===== config.mk =====
export PLATFORM = sky130hd
export DESIGN_NAME = dmem_arbiter
export DESIGN_NICKNAME = d
export VERILOG_FILES = /design/src/rtl/dmem_arbiter.sv
export SDC_FILE = /design/constraint.sdc
export NUM_CORES = 1
export LEC_CHECK = 0
export ABC_AREA = 1
export CORE_AREA = 2 2 118 120
export CTS_BUF_LIST = sky130_fd_sc_hd__clkbuf_8
export CTS_CLUSTER_SIZE = 40
export DETAILED_ROUTE_END_ITERATION = 10
export DIE_AREA = 0 0 120 122
export GPL_TIMING_DRIVEN = 0
export PLACE_DENSITY = 0.78
export SETUP_SLACK_MARGIN = 0.3
export SLEW_MARGIN = 10
export SYNTH_ARGS = -nofsm -noshare
export SYNTH_HDL_FRONTEND = slang
export SYNTH_SLANG_ARGS = --single-unit

===== constraint.sdc =====
create_clock -name clk -period 2.7 [get_ports clk]
set_input_delay 0.81 -clock clk [delete_from_list [all_inputs] [get_ports clk]]
set_output_delay 0.81 -clock clk [all_outputs]
set_load 0.01 [all_outputs]

===== src/rtl/dmem_arbiter.sv =====
// Two-port data-memory arbiter: port 0 (CPU) has fixed priority, and port 1 (I/O loader) wins after MAX_STARVE denied cycles.
// Defining DMEM_ARB_STATS_EN adds the saturating per-port grant counters gnt_cnt0 and gnt_cnt1.
module dmem_arbiter #(
   parameter int DATA_W     = 32,
   parameter int ADDR_W     = 32,
   parameter int MAX_STARVE = 4
) (
   input  logic              clk,
   input  logic              resetn,
   input  logic              req0,
   input  logic              req1,
   input  logic              we0,
   input  logic              we1,
   input  logic [ADDR_W-1:0] addr0,
   input  logic [ADDR_W-1:0] addr1,
   input  logic [DATA_W-1:0] wdata0,
   input  logic [DATA_W-1:0] wdata1,
   output logic              gnt0,
   output logic              gnt1,
   output logic              rvalid0,
   output logic              rvalid1,
   output logic [DATA_W-1:0] rdata0,
   output logic [DATA_W-1:0] rdata1,
   output logic              mem_en,
   output logic              mem_we,
   output logic [ADDR_W-1:0] mem_addr,
   output logic [DATA_W-1:0] mem_wdata,
   input  logic [DATA_W-1:0] mem_rdata,
   output logic [3:0]        starve_cnt
`ifdef DMEM_ARB_STATS_EN
   ,
   output logic [15:0]       gnt_cnt0,
   output logic [15:0]       gnt_cnt1
`endif
);

   localparam logic [3:0] MAX_CNT = 4'(MAX_STARVE);

   logic starve_hit;
   logic accept;
   logic sel_we;
   logic [ADDR_W-1:0] sel_addr;
   logic [DATA_W-1:0] sel_wdata;
   logic rd_pend0;
   logic rd_pend1;

   // Port 1 only overrides port 0 once it has waited MAX_STARVE cycles.
   always_comb begin
      starve_hit = (starve_cnt == MAX_CNT);
      gnt1       = resetn & req1 & (~req0 | starve_hit);
      gnt0       = resetn & req0 & ~gnt1;
      accept     = gnt0 | gnt1;
      sel_we     = gnt1 ? we1    : we0;
      sel_addr   = gnt1 ? addr1  : addr0;
      sel_wdata  = gnt1 ? wdata1 : wdata0;
   end

   // A request that is withdrawn before its grant loses its accumulated starvation credit.
   always_ff @(posedge clk or negedge resetn) begin
      if (!resetn) begin
         starve_cnt <= '0;
      end else if (req1 && !gnt1) begin
         starve_cnt <= starve_cnt + 4'd1;
      end else begin
         starve_cnt <= '0;
      end
   end

   // Address and data hold their last value between commands; only en/we signal activity.
   always_ff @(posedge clk or negedge resetn) begin
      if (!resetn) begin
         mem_en    <= 1'b0;
         mem_we    <= 1'b0;
         mem_addr  <= '0;
         mem_wdata <= '0;
      end else begin
         mem_en <= accept;
         mem_we <= accept & sel_we;
         if (accept) begin
            mem_addr  <= sel_addr;
            mem_wdata <= sel_wdata;
         end
      end
   end

   // The read owner travels alongside the command, so rvalid lines up with the RAM's one-cycle latency.
   always_ff @(posedge clk or negedge resetn) begin
      if (!resetn) begin
         rd_pend0 <= 1'b0;
         rd_pend1 <= 1'b0;
         rvalid0  <= 1'b0;
         rvalid1  <= 1'b0;
      end else begin
         rd_pend0 <= gnt0 & ~we0;
         rd_pend1 <= gnt1 & ~we1;
         rvalid0  <= rd_pend0;
         rvalid1  <= rd_pend1;
      end
   end

   assign rdata0 = rvalid0 ? mem_rdata : '0;
   assign rdata1 = rvalid1 ? mem_rdata : '0;

`ifdef DMEM_ARB_STATS_EN
   always_ff @(posedge clk or negedge resetn) begin
      if (!resetn) begin
         gnt_cnt0 <= '0;
         gnt_cnt1 <= '0;
      end else begin
         if (gnt0 && gnt_cnt0 != 16'hFFFF) begin
            gnt_cnt0 <= gnt_cnt0 + 16'd1;
         end
         if (gnt1 && gnt_cnt1 != 16'hFFFF) begin
            gnt_cnt1 <= gnt_cnt1 + 16'd1;
         end
      end
   end
`endif

endmodule


# After elaboration in Yosys (flattened, before gate mapping)
# Cells that the tools add are included.
[classes] n_addsub=1 n_eq_ne=1 mux=6 bitwise_logic=13 n_reduce_logical=2
[op_table] operator="$mux 32" count=4
[op_table] operator="$and 1x1->1" count=7
[op_table] operator="$add 4x1->4 const B" count=1
[op_table] operator="$eq 4x3->1 const B" count=1
[op_table] operator="$mux 4" count=1
[op_table] operator="$not 1->1" count=4
[op_table] operator="$or 1x1->1" count=2
[op_table] operator="$logic_and 1x1->1" count=1
[op_table] operator="$logic_not 1->1" count=1
[op_table] operator="$mux 1" count=1
[word_totals] regBits=74 elab_cells=32

# Depth between registers and ports, before layout
[depth] depth_word=7 depth_mapped=10 depth_no_buf=8

# Worst setup path before layout
# No wires, ideal clock.
[synth_path] path_type="input to output" start="input port req1" end="output port gnt0" arrival_ns=1.407 required_ns=1.890 setup_slack_ns=0.483 path_stages=6 path_cell_list="nand2_1 inv_2 nand2_2 buf_6 inv_1 nor2_1"
[synth_via] elab_chain_cells=4
[synth_rtl] item="start: declaration" line="11" source="input logic req1,"
[synth_rtl] item="$and 1x1->1 (2 in a row)" line="50" source="gnt1 = resetn & req1 & (~req0 | starve_hit);"
[synth_rtl] item="named net gnt1" line="19" source="output logic gnt1,"
[synth_rtl] item="$not 1->1" line="51" source="gnt0 = resetn & req0 & ~gnt1;"
[synth_rtl] item="$and 1x1->1" line="51"
[synth_rtl] item="end: declaration" line="18" source="output logic gnt0,"
# The timed path passes the listed nets, and every way through them passes these cells.

# Worst setup path after layout
[layout_path] start="input port req1" end="output port gnt0"
[layout_via] elab_chain_cells=4
[layout_rtl] item="$and 1x1->1 (2 in a row)" line="50"
[layout_rtl] item="$not 1->1" line="51"
[layout_rtl] item="$and 1x1->1" line="51"
# Every way passes these cells.

==> Flow_metrics.wiki <==
{| class="wikitable"
! Metric !! Value
|-
| Outcome || finished, final reports clean
|-
| Unrepaired setup endpoints after global routing || yes
|-
| Category of the worst setup path capture point || output port
|-
| Post-DR vias/cell || 4.551
|-
| Latest clock arrival within the worst-skew pair || approximately 350 ps
|-
| Ys Warns || 0
|-
| Cell-internal power || about 2.2 mW
|-
| Netlist cell types || 17
|-
| Post-DRT Antenna Nets || 0
|-
| Global route overflow || 0
|-
| Top fanout value on the critical path || 4
|-
| Maximum buffer depth of the clock tree || 2
|-
| Area of the core region || 13,500 µm²
|-
| Final-report hold violation count || 0
|-
| Clock sinks || 74
|-
| Final Skew || ~6.5 ps
|-
| Syn-to-layout area delta || 74.02%
|-
| Clock-pin slew of the registers on the worst-case setup and hold paths || about 70 ps
|-
| Net switching fraction of the power || between 30% and 40%
|-
| Final cycle utilization of the critical path || 89.49%
|-
| Number of filler instances in the final layout || between 1k and 1.5k
|-
| Post-synthesis instance total || 727
|-
| Setup violation total in the final timing report || 0
|-
| Final Non-Filler Cells || 1,235
|-
| Fin crit period || 2416 ps
|-
| Worst slew margin relative to its limit || about 67%
|-
| Effective utilization at floorplan || 34.38%
|-
| Row count || 43
|-
| Dominant cells by area after synthesis || dfrtp_1 40%, nand3_1 21%, inv_1 16%
|-
| Startpoint types || primary input
|-
| P_leak || 4.865 nW
|-
| Drt wl/cell || 14.19 µm
|-
| Combinational Power Share || 35.5%
|-
| Worst slew pin tran || 494.5 ps
|-
| Total power divided by cell area || 401.3 nW/µm²
|-
| Classification of the worst setup path || primary input to output port
|-
| Part of the power in the clock network || 23.3%
|-
| Total negative slack for setup checks || 0 ps
|-
| Port Buffers || 303
|-
| Max capacitance violation total || 0
|-
| Wire length of the first global-routing pass || 27.32 mm
|-
| CP Data Arrival Time || 1610 ps
|-
| Cell count after placement || 1,211
|-
| Hold bufs inserted after CTS || 0
|-
| DRC violation total after the first TritonRoute iteration || 256
|-
| Slew Limit Fails || 0
|-
| Global Route Usage Sum || between 20% and 30%
|-
| Area share of the largest cell type after synthesis || 39.88%
|-
| Antenna violations before repair || 0
|-
| NetSw || between 1 and 1.5 mW
|-
| Diodes inserted || 0
|-
| Via count of the first global-routing pass || 5,351
|-
| Total die area || between 10,000 and 15,000 µm²
|-
| #FFs+latches synth || 74
|-
| H-tree level count || 3
|-
| Root buffer selected by CTS || clkbuf_8
|-
| Worst hold margin || approximately 270 ps
|-
| Part of the Yosys area used for sequential elements || 39.88%
|-
| Number of clock buffers inserted by TritonCTS || 9
|-
| Peak clock frequency supported by timing || ~410 MHz
|-
| Routability congestion estimate || 0.8598
|-
| Maximum number of pins on one net before global-route repair || 42
|-
| Req. time, crit path || 1890 ps
|-
| I/O pin total || 304
|-
| Total Wirelength || 17.52 mm
|-
| Die X || ~120 µm
|-
| Post-detailed-placement half-perimeter wirelength || 13.71 mm
|-
| Seq pwr share || 41.2%
|-
| Number of nets at the end of the flow || approximately 1.2k
|-
| Die boundary height || 122 µm
|-
| Max rail drop VDD || 193.3 µV
|-
| Initial DRT Pass Iterations || 4
|-
| Via count of the routed design || 5,621
|-
| Share of post-route cells with drive strength above 1 || 11.47%
|-
| Syn Area/Cell || 6.387 µm²
|-
| Synthesized netlist net count || 895
|-
| Number of DRC violations after detailed routing || 0
|-
| TritonCTS clock tree || done
|-
| Cell type with the largest total area after synthesis || dfrtp_1
|-
| HP Class || primary input to asynchronous set/reset pin
|-
| Synthesized cell area || 4643 µm²
|}
-- kinds of logic (layout without fill, tap and decap cells) --
group | Yosys count | count (layout) | synth area share [%]
buffers and inverters | 247 | 575 | 21.26
DFF | 74 | 74 | 39.88
xor gates and xnor gates | 2 | 2 | 0.3773
and+or+nand+nor | 402 | 402 | 37.94
adders and majority gates | 2 | 2 | 0.5389
-- critical path, stage by stage --
cell,delay (ps)
clkdlybuf4s15_2,200
nand2_2,90
inv_2,50
nand2_2,80
buf_8,120
inv_6,30
nor2_1,70
buf_2,150
-- sequential cells by signal (all words and copies together) (netlist names) --
signal,flops
rd_pend0,1
rd_pend1,1
mem_we,1
starve_cnt,4
rvalid1,1
mem_addr,32
mem_en,1
mem_wdata,32
rvalid0,1
-- through the flow --
stage / instance area (µm²) / power (mW) / utilization (%) / setup WS, ps
3_5_place_dp: 7919 / 2.507 / 58.64 / -731.8
6_report: 8080 / 3.242 / 59.84 / 283.7
4_1_cts: 8026 / 3.261 / 59.44 / 181.6
3_3_place_gp: 7901 / 2.488 / 58.51 / -3822
2_1_floorplan: 4643 / 1.771 / - / 482.8
5_1_grt: 8080 / 3.443 / 59.84 / 214.9
-- placed cells by master (no fill, tap or decap), types with 2 or more instances in the layout --
cell type,instances
buf_2,56
nand2_1,195
nand2_2,3
clkbuf_4,3
nor2_1,7
clkdlybuf4s50_1,213
nand3_1,193
buf_1,6
clkdlybuf4s15_1,2
clkbuf_8,11
clkbuf_2,2
dlymetal6s2s_1,4
buf_8,2
buf_4,11
clkdlybuf4s15_2,18
clkbuf_1,6
dfrtp_2,2
dfrtp_1,72
clkinv_2,3
inv_1,200
buf_6,2
dlygate4sd2_1,31
-- synth_stat cells --
master / instances
nand3_1: 194
nor2_1: 7
buf_4: 4
inv_1: 198
buf_2: 24
inv_2: 1
xor2_1: 1
clkbuf_1: 12
nand3b_1: 1
buf_1: 6
dfrtp_1: 74
nor3_1: 1
nand2_2: 2
xnor2_1: 1
buf_6: 2
ha_1: 2
nand2_1: 197
-- timing repair --
item | 4_1_cts | 5_1_grt
buffers inserted | 3 | 4
gates cloned | 1 | 0
endpoints found under the setup margin | 66 | 12
pin swaps | 0 | 4
gates resized for setup | 246 | 15
-- metal layers --
metal	share of wire, %	track usage (%)
met5	0	0
met4	2.7	8.897
met3	8.5	6.367
met2	53	43.57
met1	36	26.12
-- area by class of cell --
class / instances / area (µm²) / share of cell area [%]
sequential: 74 / 1854 / 22.95
clock inverter: 6 / 26.28 / 0.3252
inverter: 199 / 752.0 / 9.306
timing repair buffer: 312 / 2979 / 36.87
multi-input combinational: 406 / 1822 / 22.55
clock buffer: 10 / 137.6 / 1.703
buffer: 48 / 284.0 / 3.515
tap: 180 / 225.2 / 2.787
-- power by group through the flow --
stage / registers (mW) / logic [mW] / clock network [mW]
CTS: 1.33 / 1.15 / 0.772
global route: 1.35 / 1.26 / 0.829
floorplan: 1.42 / 0.353 / 0
global placement: 1.35 / 1.14 / 0
finish: 1.34 / 1.15 / 0.754
detailed placement: 1.35 / 1.15 / 0
-- final timing paths --
path                       slack [ps]                    start  cells after the start                       end
setup / recovery                  280                     req1                      8                      gnt0
hold reg to reg                   350       rd_pend0$_DFF_PN0_                      0         rvalid0$_DFF_PN0_
hold / removal                    270                   resetn                      1  mem_addr[19]$_DFFE_PN0P_
min in group clk                  350       rd_pend0$_DFF_PN0_                      0         rvalid0$_DFF_PN0_
setup reg to reg                 1020  starve_cnt[0]$_DFF_PN0_                     11  mem_wdata[4]$_DFFE_PN0P_
max in group asynchronous        1970                   resetn                      2         rvalid1$_DFF_PN0_
No activity file was read; power rests on OpenSTA's default activity.
